$ cat src/rtl/decode_stage_pkg.sv
// Shared opcode/func codes, field positions, FSM encodings and the D/X control bundle
// used by the decode stage and its instruction control decoder.
package decode_stage_pkg;

  localparam int OP_LSB = 26;
  localparam int RS_LSB = 21;
  localparam int RT_LSB = 16;
  localparam int RD_LSB = 11;

  localparam logic [31:0] NOP = 32'h0000_0000;

  localparam logic [5:0] OP_SPECIAL  = 6'h00;
  localparam logic [5:0] OP_REGIMM   = 6'h01;
  localparam logic [5:0] OP_J        = 6'h02;
  localparam logic [5:0] OP_JAL      = 6'h03;
  localparam logic [5:0] OP_BEQ      = 6'h04;
  localparam logic [5:0] OP_BNE      = 6'h05;
  localparam logic [5:0] OP_ADDI     = 6'h08;
  localparam logic [5:0] OP_ADDIU    = 6'h09;
  localparam logic [5:0] OP_SLTI     = 6'h0A;
  localparam logic [5:0] OP_SLTIU    = 6'h0B;
  localparam logic [5:0] OP_ANDI     = 6'h0C;
  localparam logic [5:0] OP_ORI      = 6'h0D;
  localparam logic [5:0] OP_LUI      = 6'h0F;
  localparam logic [5:0] OP_SPECIAL2 = 6'h1C;
  localparam logic [5:0] OP_LB       = 6'h20;
  localparam logic [5:0] OP_LW       = 6'h23;
  localparam logic [5:0] OP_LBU      = 6'h24;
  localparam logic [5:0] OP_SB       = 6'h28;
  localparam logic [5:0] OP_SW       = 6'h2B;

  localparam logic [5:0] F_SLL  = 6'h00;
  localparam logic [5:0] F_SRL  = 6'h02;
  localparam logic [5:0] F_SRA  = 6'h03;
  localparam logic [5:0] F_JR   = 6'h08;
  localparam logic [5:0] F_MULT = 6'h18;
  localparam logic [5:0] F_ADD  = 6'h20;
  localparam logic [5:0] F_ADDU = 6'h21;
  localparam logic [5:0] F_SUB  = 6'h22;
  localparam logic [5:0] F_SUBU = 6'h23;
  localparam logic [5:0] F_AND  = 6'h24;
  localparam logic [5:0] F_OR   = 6'h25;
  localparam logic [5:0] F_XOR  = 6'h26;
  localparam logic [5:0] F_NOR  = 6'h27;
  localparam logic [5:0] F_SLT  = 6'h2A;
  localparam logic [5:0] F_SLTU = 6'h2B;
  localparam logic [5:0] F2_MUL = 6'h02;

  localparam logic [1:0] SZ_BYTE = 2'b00;
  localparam logic [1:0] SZ_WORD = 2'b10;

  localparam logic [1:0] ST_RUN    = 2'd0;
  localparam logic [1:0] ST_BUBBLE = 2'd1;
  localparam logic [1:0] ST_HOLD   = 2'd2;

  typedef struct packed {
    logic [5:0]  alu_funk;
    logic        alu_in_1_sel;
    logic        alu_in_2_sel;
    logic        wb_we;
    logic [4:0]  wb_reg_addr;
    logic        mem_out_sel;
    logic [1:0]  mem_access_size;
    logic        mem_rw;
    logic        xm_o_sel;
    logic [31:0] d1_xm_o;
    logic [31:0] s_immed;
    logic        illegal;
  } dx_ctrl_t;

  localparam dx_ctrl_t CTRL_BUBBLE = '{
    alu_funk: 6'h00, alu_in_1_sel: 1'b0, alu_in_2_sel: 1'b0, wb_we: 1'b0,
    wb_reg_addr: 5'd0, mem_out_sel: 1'b1, mem_access_size: SZ_BYTE, mem_rw: 1'b1,
    xm_o_sel: 1'b0, d1_xm_o: 32'h0, s_immed: 32'h0, illegal: 1'b0
  };

endpackage

$ cat src/rtl/decode_stage_insn_ctrl_decode.sv
// Combinational instruction decoder: one instruction word plus its PC in, the D/X
// control bundle and source-register usage flags out.
module insn_ctrl_decode
  import decode_stage_pkg::*;
#(
  parameter int PC_W         = 32,
  parameter int JAL_LINK_OFS = 8
) (
  input  logic [31:0]     insn_in,
  input  logic [PC_W-1:0] pc_in,
  output dx_ctrl_t        ctrl_o,
  output logic            uses_rs_o,
  output logic            uses_rt_o
);

  logic [5:0]      op;
  logic [5:0]      func;
  logic [4:0]      rt;
  logic [4:0]      rd;
  logic [15:0]     immed;
  logic [PC_W-1:0] link_pc;
  logic            bad;

  assign op      = insn_in[OP_LSB +: 6];
  assign func    = insn_in[5:0];
  assign rt      = insn_in[RT_LSB +: 5];
  assign rd      = insn_in[RD_LSB +: 5];
  assign immed   = insn_in[15:0];
  assign link_pc = pc_in + PC_W'(JAL_LINK_OFS);

  always_comb begin
    ctrl_o         = CTRL_BUBBLE;
    ctrl_o.s_immed = {{16{immed[15]}}, immed};
    uses_rs_o      = 1'b1;
    uses_rt_o      = 1'b0;
    bad            = 1'b0;
    case (op)
      OP_SPECIAL: begin
        uses_rt_o          = 1'b1;
        ctrl_o.wb_we       = 1'b1;
        ctrl_o.wb_reg_addr = rd;
        case (func)
          F_ADD, F_ADDU: ctrl_o.alu_funk = F_ADD;
          F_SUB, F_SUBU: ctrl_o.alu_funk = F_SUB;
          F_SLT, F_SLTU, F_AND, F_OR, F_XOR, F_NOR: ctrl_o.alu_funk = func;
          F_SLL, F_SRL, F_SRA: begin
            ctrl_o.alu_funk     = func;
            ctrl_o.alu_in_1_sel = 1'b1;
            uses_rs_o           = 1'b0;
          end
          F_JR: begin
            ctrl_o.wb_we       = 1'b0;
            ctrl_o.wb_reg_addr = 5'd0;
          end
          default: bad = 1'b1;
        endcase
      end
      OP_SPECIAL2: begin
        if (func == F2_MUL) begin
          uses_rt_o          = 1'b1;
          ctrl_o.alu_funk    = F_MULT;
          ctrl_o.wb_we       = 1'b1;
          ctrl_o.wb_reg_addr = rd;
        end else begin
          bad = 1'b1;
        end
      end
      OP_ADDI, OP_ADDIU, OP_SLTI, OP_SLTIU, OP_ANDI, OP_ORI: begin
        ctrl_o.alu_in_2_sel = 1'b1;
        ctrl_o.wb_we        = 1'b1;
        ctrl_o.wb_reg_addr  = rt;
        case (op)
          OP_SLTI:  ctrl_o.alu_funk = F_SLT;
          OP_SLTIU: ctrl_o.alu_funk = F_SLTU;
          OP_ANDI:  ctrl_o.alu_funk = F_AND;
          OP_ORI:   ctrl_o.alu_funk = F_OR;
          default:  ctrl_o.alu_funk = F_ADD;
        endcase
        if (op == OP_ANDI || op == OP_ORI) ctrl_o.s_immed = {16'h0, immed};
      end
      OP_LB, OP_LBU, OP_LW: begin
        ctrl_o.alu_funk        = F_ADD;
        ctrl_o.alu_in_2_sel    = 1'b1;
        ctrl_o.mem_out_sel     = 1'b0;
        ctrl_o.mem_access_size = (op == OP_LW) ? SZ_WORD : SZ_BYTE;
        ctrl_o.wb_we           = 1'b1;
        ctrl_o.wb_reg_addr     = rt;
      end
      OP_SB, OP_SW: begin
        uses_rt_o              = 1'b1;
        ctrl_o.alu_funk        = F_ADD;
        ctrl_o.alu_in_2_sel    = 1'b1;
        ctrl_o.mem_rw          = 1'b0;
        ctrl_o.mem_access_size = (op == OP_SW) ? SZ_WORD : SZ_BYTE;
      end
      OP_BEQ, OP_BNE: begin
        uses_rt_o       = 1'b1;
        ctrl_o.alu_funk = F_SUB;
      end
      OP_J: uses_rs_o = 1'b0;
      OP_JAL: begin
        uses_rs_o          = 1'b0;
        ctrl_o.wb_we       = 1'b1;
        ctrl_o.wb_reg_addr = 5'd31;
        ctrl_o.xm_o_sel    = 1'b1;
        ctrl_o.d1_xm_o     = 32'(link_pc);
      end
      OP_LUI: begin
        uses_rs_o          = 1'b0;
        ctrl_o.wb_we       = 1'b1;
        ctrl_o.wb_reg_addr = rt;
        ctrl_o.xm_o_sel    = 1'b1;
        ctrl_o.d1_xm_o     = {immed, 16'h0};
      end
      default: bad = 1'b1;
    endcase
    if (bad) begin
      ctrl_o         = CTRL_BUBBLE;
      ctrl_o.illegal = 1'b1;
      uses_rs_o      = 1'b0;
      uses_rt_o      = 1'b0;
    end
    // r0 is hardwired, so a write there is never a real writeback or hazard source
    if (ctrl_o.wb_reg_addr == 5'd0) ctrl_o.wb_we = 1'b0;
  end

endmodule

$ cat src/rtl/decode_stage.sv
// Decode stage: D/X pipeline register with fetch handshake, execute stall, branch flush
// and load-use bubble insertion with a saturating bubble counter.
//
// state  | meaning
// RUN    | normal flow; accepts from fetch when execute is ready and no hazard
// BUBBLE | inserting load-use bubbles; bub_left = bubbles still to insert
// HOLD   | execute stalled; D/X frozen until x_ready_in returns
module decode_stage
  import decode_stage_pkg::*;
#(
  parameter int PC_W         = 32,
  parameter int LU_BUBBLES   = 1,
  parameter int JAL_LINK_OFS = 8,
  parameter int CNT_W        = 16
) (
  input  logic             clk_in,
  input  logic             rst_n_in,
  input  logic             fd_valid_in,
  output logic             fd_ready,
  input  logic [31:0]      insn_in,
  input  logic [PC_W-1:0]  pc_in,
  input  logic             x_ready_in,
  input  logic             flush_in,
  output logic             dx_valid,
  output logic [PC_W-1:0]  dx_pc,
  output logic [31:0]      dx_ir,
  output logic [4:0]       dx_rs,
  output logic [4:0]       dx_rt,
  output logic [31:0]      dx_s_immed,
  output logic [5:0]       dx_alu_funk,
  output logic             dx_alu_in_1_sel,
  output logic             dx_alu_in_2_sel,
  output logic             dx_wb_we,
  output logic [4:0]       dx_wb_reg_addr,
  output logic             dx_mem_out_sel,
  output logic [1:0]       dx_mem_access_size,
  output logic             dx_mem_rw,
  output logic             dx_xm_o_sel,
  output logic [31:0]      dx_d1_xm_o,
  output logic             dx_illegal,
  output logic [CNT_W-1:0] bubble_cnt
);

  dx_ctrl_t         dec_ctrl, ctrl_d, ctrl_q;
  logic             uses_rs, uses_rt, hazard, load_dx, load_bub;
  logic [4:0]       in_rs, in_rt;
  logic             valid_d, valid_q;
  logic [PC_W-1:0]  pc_d, pc_q;
  logic [31:0]      ir_d, ir_q;
  logic [4:0]       rs_d, rs_q, rt_d, rt_q;
  logic [1:0]       state_d, state_q;
  logic [2:0]       bub_left_d, bub_left_q;
  logic [CNT_W-1:0] cnt_d, cnt_q, cnt_inc;

  insn_ctrl_decode #(.PC_W(PC_W), .JAL_LINK_OFS(JAL_LINK_OFS)) u_dec (
    .insn_in  (insn_in),
    .pc_in    (pc_in),
    .ctrl_o   (dec_ctrl),
    .uses_rs_o(uses_rs),
    .uses_rt_o(uses_rt)
  );

  assign in_rs   = insn_in[RS_LSB +: 5];
  assign in_rt   = insn_in[RT_LSB +: 5];
  assign cnt_inc = (cnt_q == '1) ? cnt_q : cnt_q + 1'b1;
  assign hazard  = valid_q & ~ctrl_q.mem_out_sel & ctrl_q.wb_we & (ctrl_q.wb_reg_addr != 5'd0)
                 & ((uses_rs & (in_rs == ctrl_q.wb_reg_addr)) | (uses_rt & (in_rt == ctrl_q.wb_reg_addr)));
  assign fd_ready = flush_in | (x_ready_in & (state_q == ST_RUN) & ~hazard);

  always_comb begin
    state_d    = state_q;
    bub_left_d = bub_left_q;
    cnt_d      = cnt_q;
    load_dx    = 1'b0;
    load_bub   = 1'b0;
    if (flush_in) begin
      load_bub   = 1'b1;
      state_d    = ST_RUN;
      bub_left_d = 3'd0;
    end else begin
      case (state_q)
        ST_RUN: begin
          if (!x_ready_in) begin
            state_d = ST_HOLD;
          end else if (hazard && fd_valid_in) begin
            load_bub   = 1'b1;
            cnt_d      = cnt_inc;
            bub_left_d = 3'(LU_BUBBLES - 1);
            state_d    = (LU_BUBBLES > 1) ? ST_BUBBLE : ST_RUN;
          end else if (fd_valid_in) begin
            load_dx = 1'b1;
          end else begin
            load_bub = 1'b1;
          end
        end
        ST_BUBBLE: begin
          if (x_ready_in) begin
            load_bub = 1'b1;
            if (bub_left_q == 3'd0) begin
              state_d = ST_RUN;
            end else begin
              cnt_d      = cnt_inc;
              bub_left_d = bub_left_q - 3'd1;
              // leave after the last bubble so the penalty is exactly LU_BUBBLES cycles
              if (bub_left_q == 3'd1) state_d = ST_RUN;
            end
          end
        end
        ST_HOLD: begin
          // the held entry is consumed by execute on the release cycle
          if (x_ready_in) begin
            state_d  = ST_RUN;
            load_bub = 1'b1;
          end
        end
        default: begin
          state_d  = ST_RUN;
          load_bub = 1'b1;
        end
      endcase
    end

    valid_d = valid_q;
    pc_d    = pc_q;
    ir_d    = ir_q;
    rs_d    = rs_q;
    rt_d    = rt_q;
    ctrl_d  = ctrl_q;
    if (load_dx) begin
      valid_d = 1'b1;
      pc_d    = pc_in;
      ir_d    = insn_in;
      rs_d    = in_rs;
      rt_d    = in_rt;
      ctrl_d  = dec_ctrl;
    end else if (load_bub) begin
      valid_d = 1'b0;
      pc_d    = '0;
      ir_d    = NOP;
      rs_d    = 5'd0;
      rt_d    = 5'd0;
      ctrl_d  = CTRL_BUBBLE;
    end
  end

  always_ff @(posedge clk_in or negedge rst_n_in) begin
    if (!rst_n_in) begin
      state_q    <= ST_RUN;
      bub_left_q <= 3'd0;
      cnt_q      <= '0;
      valid_q    <= 1'b0;
      pc_q       <= '0;
      ir_q       <= NOP;
      rs_q       <= 5'd0;
      rt_q       <= 5'd0;
      ctrl_q     <= CTRL_BUBBLE;
    end else begin
      state_q    <= state_d;
      bub_left_q <= bub_left_d;
      cnt_q      <= cnt_d;
      valid_q    <= valid_d;
      pc_q       <= pc_d;
      ir_q       <= ir_d;
      rs_q       <= rs_d;
      rt_q       <= rt_d;
      ctrl_q     <= ctrl_d;
    end
  end

  assign dx_valid           = valid_q;
  assign dx_pc              = pc_q;
  assign dx_ir              = ir_q;
  assign dx_rs              = rs_q;
  assign dx_rt              = rt_q;
  assign dx_s_immed         = ctrl_q.s_immed;
  assign dx_alu_funk        = ctrl_q.alu_funk;
  assign dx_alu_in_1_sel    = ctrl_q.alu_in_1_sel;
  assign dx_alu_in_2_sel    = ctrl_q.alu_in_2_sel;
  assign dx_wb_we           = ctrl_q.wb_we;
  assign dx_wb_reg_addr     = ctrl_q.wb_reg_addr;
  assign dx_mem_out_sel     = ctrl_q.mem_out_sel;
  assign dx_mem_access_size = ctrl_q.mem_access_size;
  assign dx_mem_rw          = ctrl_q.mem_rw;
  assign dx_xm_o_sel        = ctrl_q.xm_o_sel;
  assign dx_d1_xm_o         = ctrl_q.d1_xm_o;
  assign dx_illegal         = ctrl_q.illegal;
  assign bubble_cnt         = cnt_q;

endmodule

$ cat config.mk
export PLATFORM = sky130hd
export DESIGN_NAME = decode_stage
export DESIGN_NICKNAME = d
export VERILOG_FILES = /design/src/rtl/decode_stage_pkg.sv /design/src/rtl/decode_stage_insn_ctrl_decode.sv /design/src/rtl/decode_stage.sv
export SDC_FILE = /design/constraint.sdc
export NUM_CORES = 1
export LEC_CHECK = 0
export ABC_CLOCK_PERIOD_IN_PS = 2000
export BUFFER_PORTS_ARGS = -buffer_cell sky130_fd_sc_hd__buf_4
export CORE_MARGIN = 8
export CORE_UTILIZATION = 46
export CTS_CLUSTER_SIZE = 40
export DETAILED_ROUTE_END_ITERATION = 7
export PLACE_DENSITY = 0.77
export SLEW_MARGIN = 10
export SYNTH_ARGS = -nofsm -noshare
export SYNTH_HDL_FRONTEND = slang
export SYNTH_SLANG_ARGS = --single-unit
export TNS_END_PERCENT = 20
$ cat constraint.sdc
create_clock -name clk_in -period 2 [get_ports clk_in]
set_input_delay 0.2 -clock clk_in [delete_from_list [all_inputs] [get_ports clk_in]]
set_output_delay 0.2 -clock clk_in [all_outputs]
set_load 0.005 [all_outputs]
== Word level (Yosys, flattened, before mapping) ==
Index checks and enable logic that the tools add are counted.

* Register bits after elaboration: 180
* Input bits: 69
* Output and inout port bits: 176
* Word-level logic and storage cells: 183

* Add/subtract/negate cells: 3
* Equal/unequal tests: 47
* Muxes and demuxes: 70
* Bitwise logic cells: 13
* Reduce and logical (&&, ||, !) cells: 30

{| class="wikitable"
|+ Operators with widths
! cell !! number
|-
| $mux W84 || 3
|-
| $mux W32 || 5
|-
| $eq A6 B6 Y1 const B || 15
|-
| $mux W16 || 5
|-
| $pmux W33 S2 || 1
|-
| $eq A6 B4 Y1 const B || 8
|-
| $add A32 B4 Y32 const B || 1
|-
| $pmux W16 S2 || 1
|-
| $pmux W6 S5 || 1
|-
| $eq A6 B2 Y1 const B || 4
|-
| $mux W1 || 24
|-
| $pmux W6 S4 || 1
|-
| $mux W5 || 4
|-
| $mux W2 || 9
|-
| $pmux W6 S3 || 1
|-
| $add A16 B1 Y16 const B || 1
|-
| $eq A16 B16 Y1 const B || 1
|-
| $pmux W4 S4 || 1
|-
| $reduce_or A16 Y1 || 1
|-
| $mux W3 || 5
|-
| $reduce_or A14 Y1 || 1
|-
| $eq A6 B3 Y1 const B || 2
|-
| $logic_not A6 Y1 || 2
|-
| $mux W6 || 2
|-
| 38 further kinds || 64
|}

== Depth between registers and ports, before layout ==
* Depth after elaboration: 15
* Depth in mapped cells: 12
* Depth with buffers taken out: 7

== By module ==
A second synthesis with hierarchy kept.

* Cell total of the unflattened synthesis: 721
* Area total of the unflattened synthesis: 8001.4 sq um

{| class="wikitable"
|+ By module, submodules not included
! module !! instances !! cells each !! area an instance (sq um) !! sequential area each (sq um)
|-
| decode_stage || 1 || 443 || 6291.0 || 4156.5
|-
| insn_ctrl_decode || 1 || 278 || 1710.4 || 0.0
|}

== Least setup slack after synthesis ==
OpenSTA, ideal clock, no wires.

* Kind: input-to-reg
* Start: in insn_in[5]
* End: reg ir_q[27] (netlist: dx_ir[27])
* Arrival time: 2095 ps
* Required time: 1879 ps
* Slack: -215 ps
* Stages: 9
* Cells stage by stage: buf_2 or4b_4 o31ai_4 o21ai_2 or3_4 and2_4 buf_6 buf_6 a22o_1

* Longest elaborated chain between the ends: 14

{| class="wikitable"
|+ Ends and longest elaborated chain
! what !! line !! RTL
|-
| start: declaration || decode_stage.sv:20 || <nowiki>input logic [31:0] insn_in,</nowiki>
|-
| $eq A6 B6 Y1, or another cell as far along || decode_stage_insn_ctrl_decode.sv:42 || <nowiki>case (func)</nowiki>
|-
| $reduce_or A14 Y1 (no line) or $reduce_or A3 Y1 (tied branches) || n/a ||
|-
| $mux W1 || decode_stage_insn_ctrl_decode.sv:42 ||
|-
| $pmux W1 S3 or $pmux W1 S2 (tied branches) || decode_stage_insn_ctrl_decode.sv:37 || <nowiki>case (op)</nowiki>
|-
| $mux W1 || decode_stage_insn_ctrl_decode.sv:117 || <nowiki>if (bad) begin</nowiki>
|-
| $and A1 B1 Y1 || decode_stage.sv:67 || <nowiki>& ((uses_rs & (in_rs == ctrl_q.wb_reg_addr)) | (uses_rt & (in_rt == ctrl_q.wb_reg_addr)));</nowiki>
|-
| $or A1 B1 Y1 (*) || decode_stage.sv:67 ||
|-
| $and A1 B1 Y1 (*) || decode_stage.sv:67 ||
|-
| $logic_and A1 B1 Y1 (*) || decode_stage.sv:85 || <nowiki>end else if (hazard && fd_valid_in) begin</nowiki>
|-
| $mux W1 || decode_stage.sv:85 ||
|-
| $mux W1 || decode_stage.sv:83 || <nowiki>if (!x_ready_in) begin</nowiki>
|-
| $pmux W1 S2 or $mux W1 (tied branches) || decode_stage.sv:81 || <nowiki>case (state_q)</nowiki>
|-
| $mux W1 || decode_stage.sv:76 || <nowiki>if (flush_in) begin</nowiki>
|-
| $reduce_bool A2 Y1 (no line) or $mux W32 (tied branches) || n/a ||
|-
| end signal: assignment || decode_stage.sv:163 || <nowiki>ir_q <= ir_d;</nowiki>
|-
| end: declaration || decode_stage.sv:49 || <nowiki>logic [31:0] ir_d, ir_q;</nowiki>
|}

Every way passes the cells marked *; elsewhere a longest branch is shown, timed or not.
A chain may end at the register's enable or synchronous reset.

== Worst setup path in the final report ==
* Start: reg ctrl_q (netlist bit dx_wb_reg_addr[0])
* End: out fd_ready

* Longest elaborated chain between the ends: 7

{| class="wikitable"
|+ Ends and longest elaborated chain
! what !! line !! RTL
|-
| start: declaration || decode_stage.sv:44 || <nowiki>dx_ctrl_t dec_ctrl, ctrl_d, ctrl_q;</nowiki>
|-
| start signal: assignment || decode_stage.sv:166 || <nowiki>ctrl_q <= ctrl_d;</nowiki>
|-
| $eq A5 B5 Y1 || decode_stage.sv:67 ||
|-
| $and A1 B1 Y1 || decode_stage.sv:67 ||
|-
| $or A1 B1 Y1 || decode_stage.sv:67 ||
|-
| $and A1 B1 Y1 (*) || decode_stage.sv:67 ||
|-
| $not A1 Y1 (*) || decode_stage.sv:68 || <nowiki>assign fd_ready = flush_in | (x_ready_in & (state_q == ST_RUN) & ~hazard);</nowiki>
|-
| $and A1 B1 Y1 (*) || decode_stage.sv:68 ||
|-
| $or A1 B1 Y1 (*) || decode_stage.sv:68 ||
|-
| end: declaration || decode_stage.sv:19 || <nowiki>output logic fd_ready,</nowiki>
|}

Marked as above.

==> results_dict.tcl <==
set metrics [dict create \
    cts_buffers 17 \
    yosys_warnings 0 \
    yosys.area.top_type_share_pct 51.58 \
    comb_power_share_pct 11.6 \
    clock_path_buffers 2 \
    peakVddDrop_v 0.0005378 \
    fin_util_pct 69.82 \
    cts_htree_levels 4 \
    core_mm2 0.01526 \
    synth_ff_type "dfrtp_1" \
    n_antenna_cell 0 \
    clk_pin_slew_ns 0.07 \
    intPower_mw 5.337 \
    setup_ws_ns -0.6070 \
    drtIter0Drc 549 \
    drive_gt1_share_pct 42.34 \
    place_inst 1151 \
    place_congestion 0.9171 \
    wl_per_cell_um 20.94 \
    synth_common_cells "148 x dfrtp_1, 84 x a22o_1, 76 x nand2_1" \
    max_slew_margin_pct 64.35 \
    violations "negative setup slack" \
    ys_types 60 \
    finClkSkew_ns 0.01502 \
    path_class "flop to primary output" \
    hold_violations 0 \
    root_buffer "clkbuf_16" \
    clock-sinks 150 \
    ys_seq_area_share_pct 52.31 \
    drt-total-wl_um 25190 \
    grt_use_total_pct 25.45 \
    top_level_ports 245 \
    fin_crit_ns 2.607 \
    ys_seq_elements 150 \
    switching_share_pct 25.05 \
    cp.arrival_ns 2.41 \
    syn-cell-area_mm2 0.007181 \
    chipWidth_um 140.9 \
    fin_nets 1050 \
    startpoint_type "flop" \
    synth-edff-count 0 \
    use_met3_pct 6.550 \
    maxCapViolations 0 \
    cp.required_ns 1.80 \
    clockPowerShare_pct 44.5 \
    leakage_nw 5.243 \
    grt-ovfl-total 0 \
    grt-busiest-layer "met2" \
    die_h_um 140.9 \
    slew_violations 0 \
    vias 6707 \
    timing.fmax_mhz 383.6 \
    hpwlAfterDp_um 18130 \
    io_buffers 243 \
    area_growth_pct 48.35 \
    holdPathStages 2 \
    pre_cts_ws_ns -0.4851 \
    tightest_slew_ns 0.5303 \
    tns_ns -40.41 \
    final.period_utilization_pct 130.3 \
    final_cell_area_mm2 0.01065 \
    yosysTopAreaCell "dfrtp_1" \
    setup_viol 119 \
    rsz0062_at_grt "true" \
    clk_latency_ns 0.43 \
    cts_tree "done" \
    yosysMostFrequentCell "dfrtp_1" \
    via_per_inst 5.575 \
    r2r_cells 9 \
    antenna_found_initial 0 \
    syn_area_per_cell_um2 10.75 \
    drc 0 \
    dieArea_mm2 0.01986 \
    grt_pass1_wl_um 39560 \
    final_cell_count_no_fill 1203 \
    first_pass_iters 7 \
    fp-row-count 45 \
    seqPwrFrac_pct 43.9 \
    place_area_mm2 0.009678 \
    yosys-top-cells-area "dfrtp_1 52%, a22o_1 10%, nand2_1 4.0%, xnor2_1 3.8%, o21ai_0 3.4%" \
    cp_max_fo 5 \
    status "finished with violations" \
    cp-end-kind "primary output" \
    use_met1_pct 31.70 \
    ys_async_sr_fraction_pct 100.0 \
    power_density_mw_per_mm2 668.4 \
    start_util_pct 47.06 \
    hold_path.class "primary input to flop" \
    grt_max_degree 95 \
    use_met2_pct 41.54 \
    synth_nets 739 \
    synthCells 668 \
    detail-route-antenna-nets 0 \
    grt_pass1_vias 7020 \
    switching_power_mw 1.783 \
]
[critical path, stage by stage (launching register included)]
cell	delay (ns)
dfrtp_2	0.46
xor2_2	0.17
nor3_2	0.30
o2111ai_2	0.17
a2bb2oi_2	0.18
or3_4	0.37
a31o_4	0.23
buf_6	0.11
[state kept, by name, summed over array words and instances, names as in the netlist, 5 cells and up]
name            cells
dx_wb_reg_addr      5
bubble_cnt         16
dx_s_immed         17
dx_pc              32
dx_ir              32
dx_d1_xm_o         32
dx_alu_funk         6
[per-layer routing]
| layer | vias up | share of wire, % |
|---|---|---|
| met4 | 0 | 2.8 |
| met5 | - | 0 |
| met1 | 3337 | 42 |
| met2 | 290 | 48 |
| met3 | 43 | 7.5 |
| li1 | 3037 | - |
[power groups by stage]
stage                     clock [mW]  sequential (mW)  combinational (mW)
after floorplan                    0             3.18               0.287
after global placement             0             3.18               0.761
after detailed placement           0             3.18               0.771
after CTS                       3.21             3.12               0.821
after global routing            3.34             3.13               0.896
final                           3.17             3.12               0.828
[worst paths after layout]
kind | from | end | slack, ns
min in group asynchronous | rst_n_in | dx_s_immed[14] | 0.30
worst min register to register | dx_xm_o_sel | dx_xm_o_sel | 0.47
worst min-delay path | pc_in[3] | dx_d1_xm_o[3] | 0.01
worst max register to register | dx_wb_reg_addr[0] | dx_pc[15] | -0.53
max in group asynchronous | rst_n_in | dx_pc[15] | 0.94
worst max-delay path | dx_wb_reg_addr[0] | fd_ready | -0.61
[stage by stage]
step                hold slack [ns]  power, mW
finish                     0.009704      7.121
global route               0.003261      7.366
CTS                        0.003807      7.149
detailed placement           0.1997      3.947
global placement             0.1999      3.937
floorplan                  -0.09559      3.463
[layout by cell type (no fill, tap or decap), drive strengths merged, types with 6 or more instances in the layout]
cell type and n:
a21oi 11, a22o 84, a22oi 15, and3 11, and4 6, buf 355
clkbuf 20, clkinv 7, dfrtp 148, inv 9, nand2 76, nand2b 6
nand3 22, nand4 11, nor2 18, nor2b 6, nor3 13, nor4 6
o21ai 50, xnor2 31, xor2 22
[what timing repair did]
action / CTS / global route
cloned: 7 / 1
endpoints found under the hold margin: 51 / 0
buffers inserted: 8 / 1
hold buffers: 4 / 0
gates resized for setup: 23 / 16
pin swaps: 16 / 11
setup endpoints to repair: 125 / 131
[kinds of logic (layout without fill, tap and decap cells)]
kind of cell             count (synthesis)  in the layout  share of synthesized area [%]
XOR/XNOR                                53             53                          6.464
AO/OA/AOI/OAI                          189            189                          19.79
other                                    1              1                        0.05222
buffers and inverters                   75            398                          6.499
multiplexers                             1              1                         0.1568
AND/OR/NAND/NOR                        197            198                          14.38
adder cells (fa/ha/maj)                  2              2                         0.3484
flip-flops                             150            150                          52.31
[final cells by class]
| class | instances | area, µm² |
|---|---|---|
| well taps | 211 | 264.0 |
| multi-input cells | 444 | 3063 |
| inverters | 6 | 22.52 |
| clock inverters | 13 | 147.6 |
| repair buffers | 360 | 2964 |
| flip-flops and latches | 150 | 3759 |
| clock buffers | 19 | 432.9 |
| fillers | 1169 | 4606 |
Note: power is estimated with default switching activity, not from simulation.
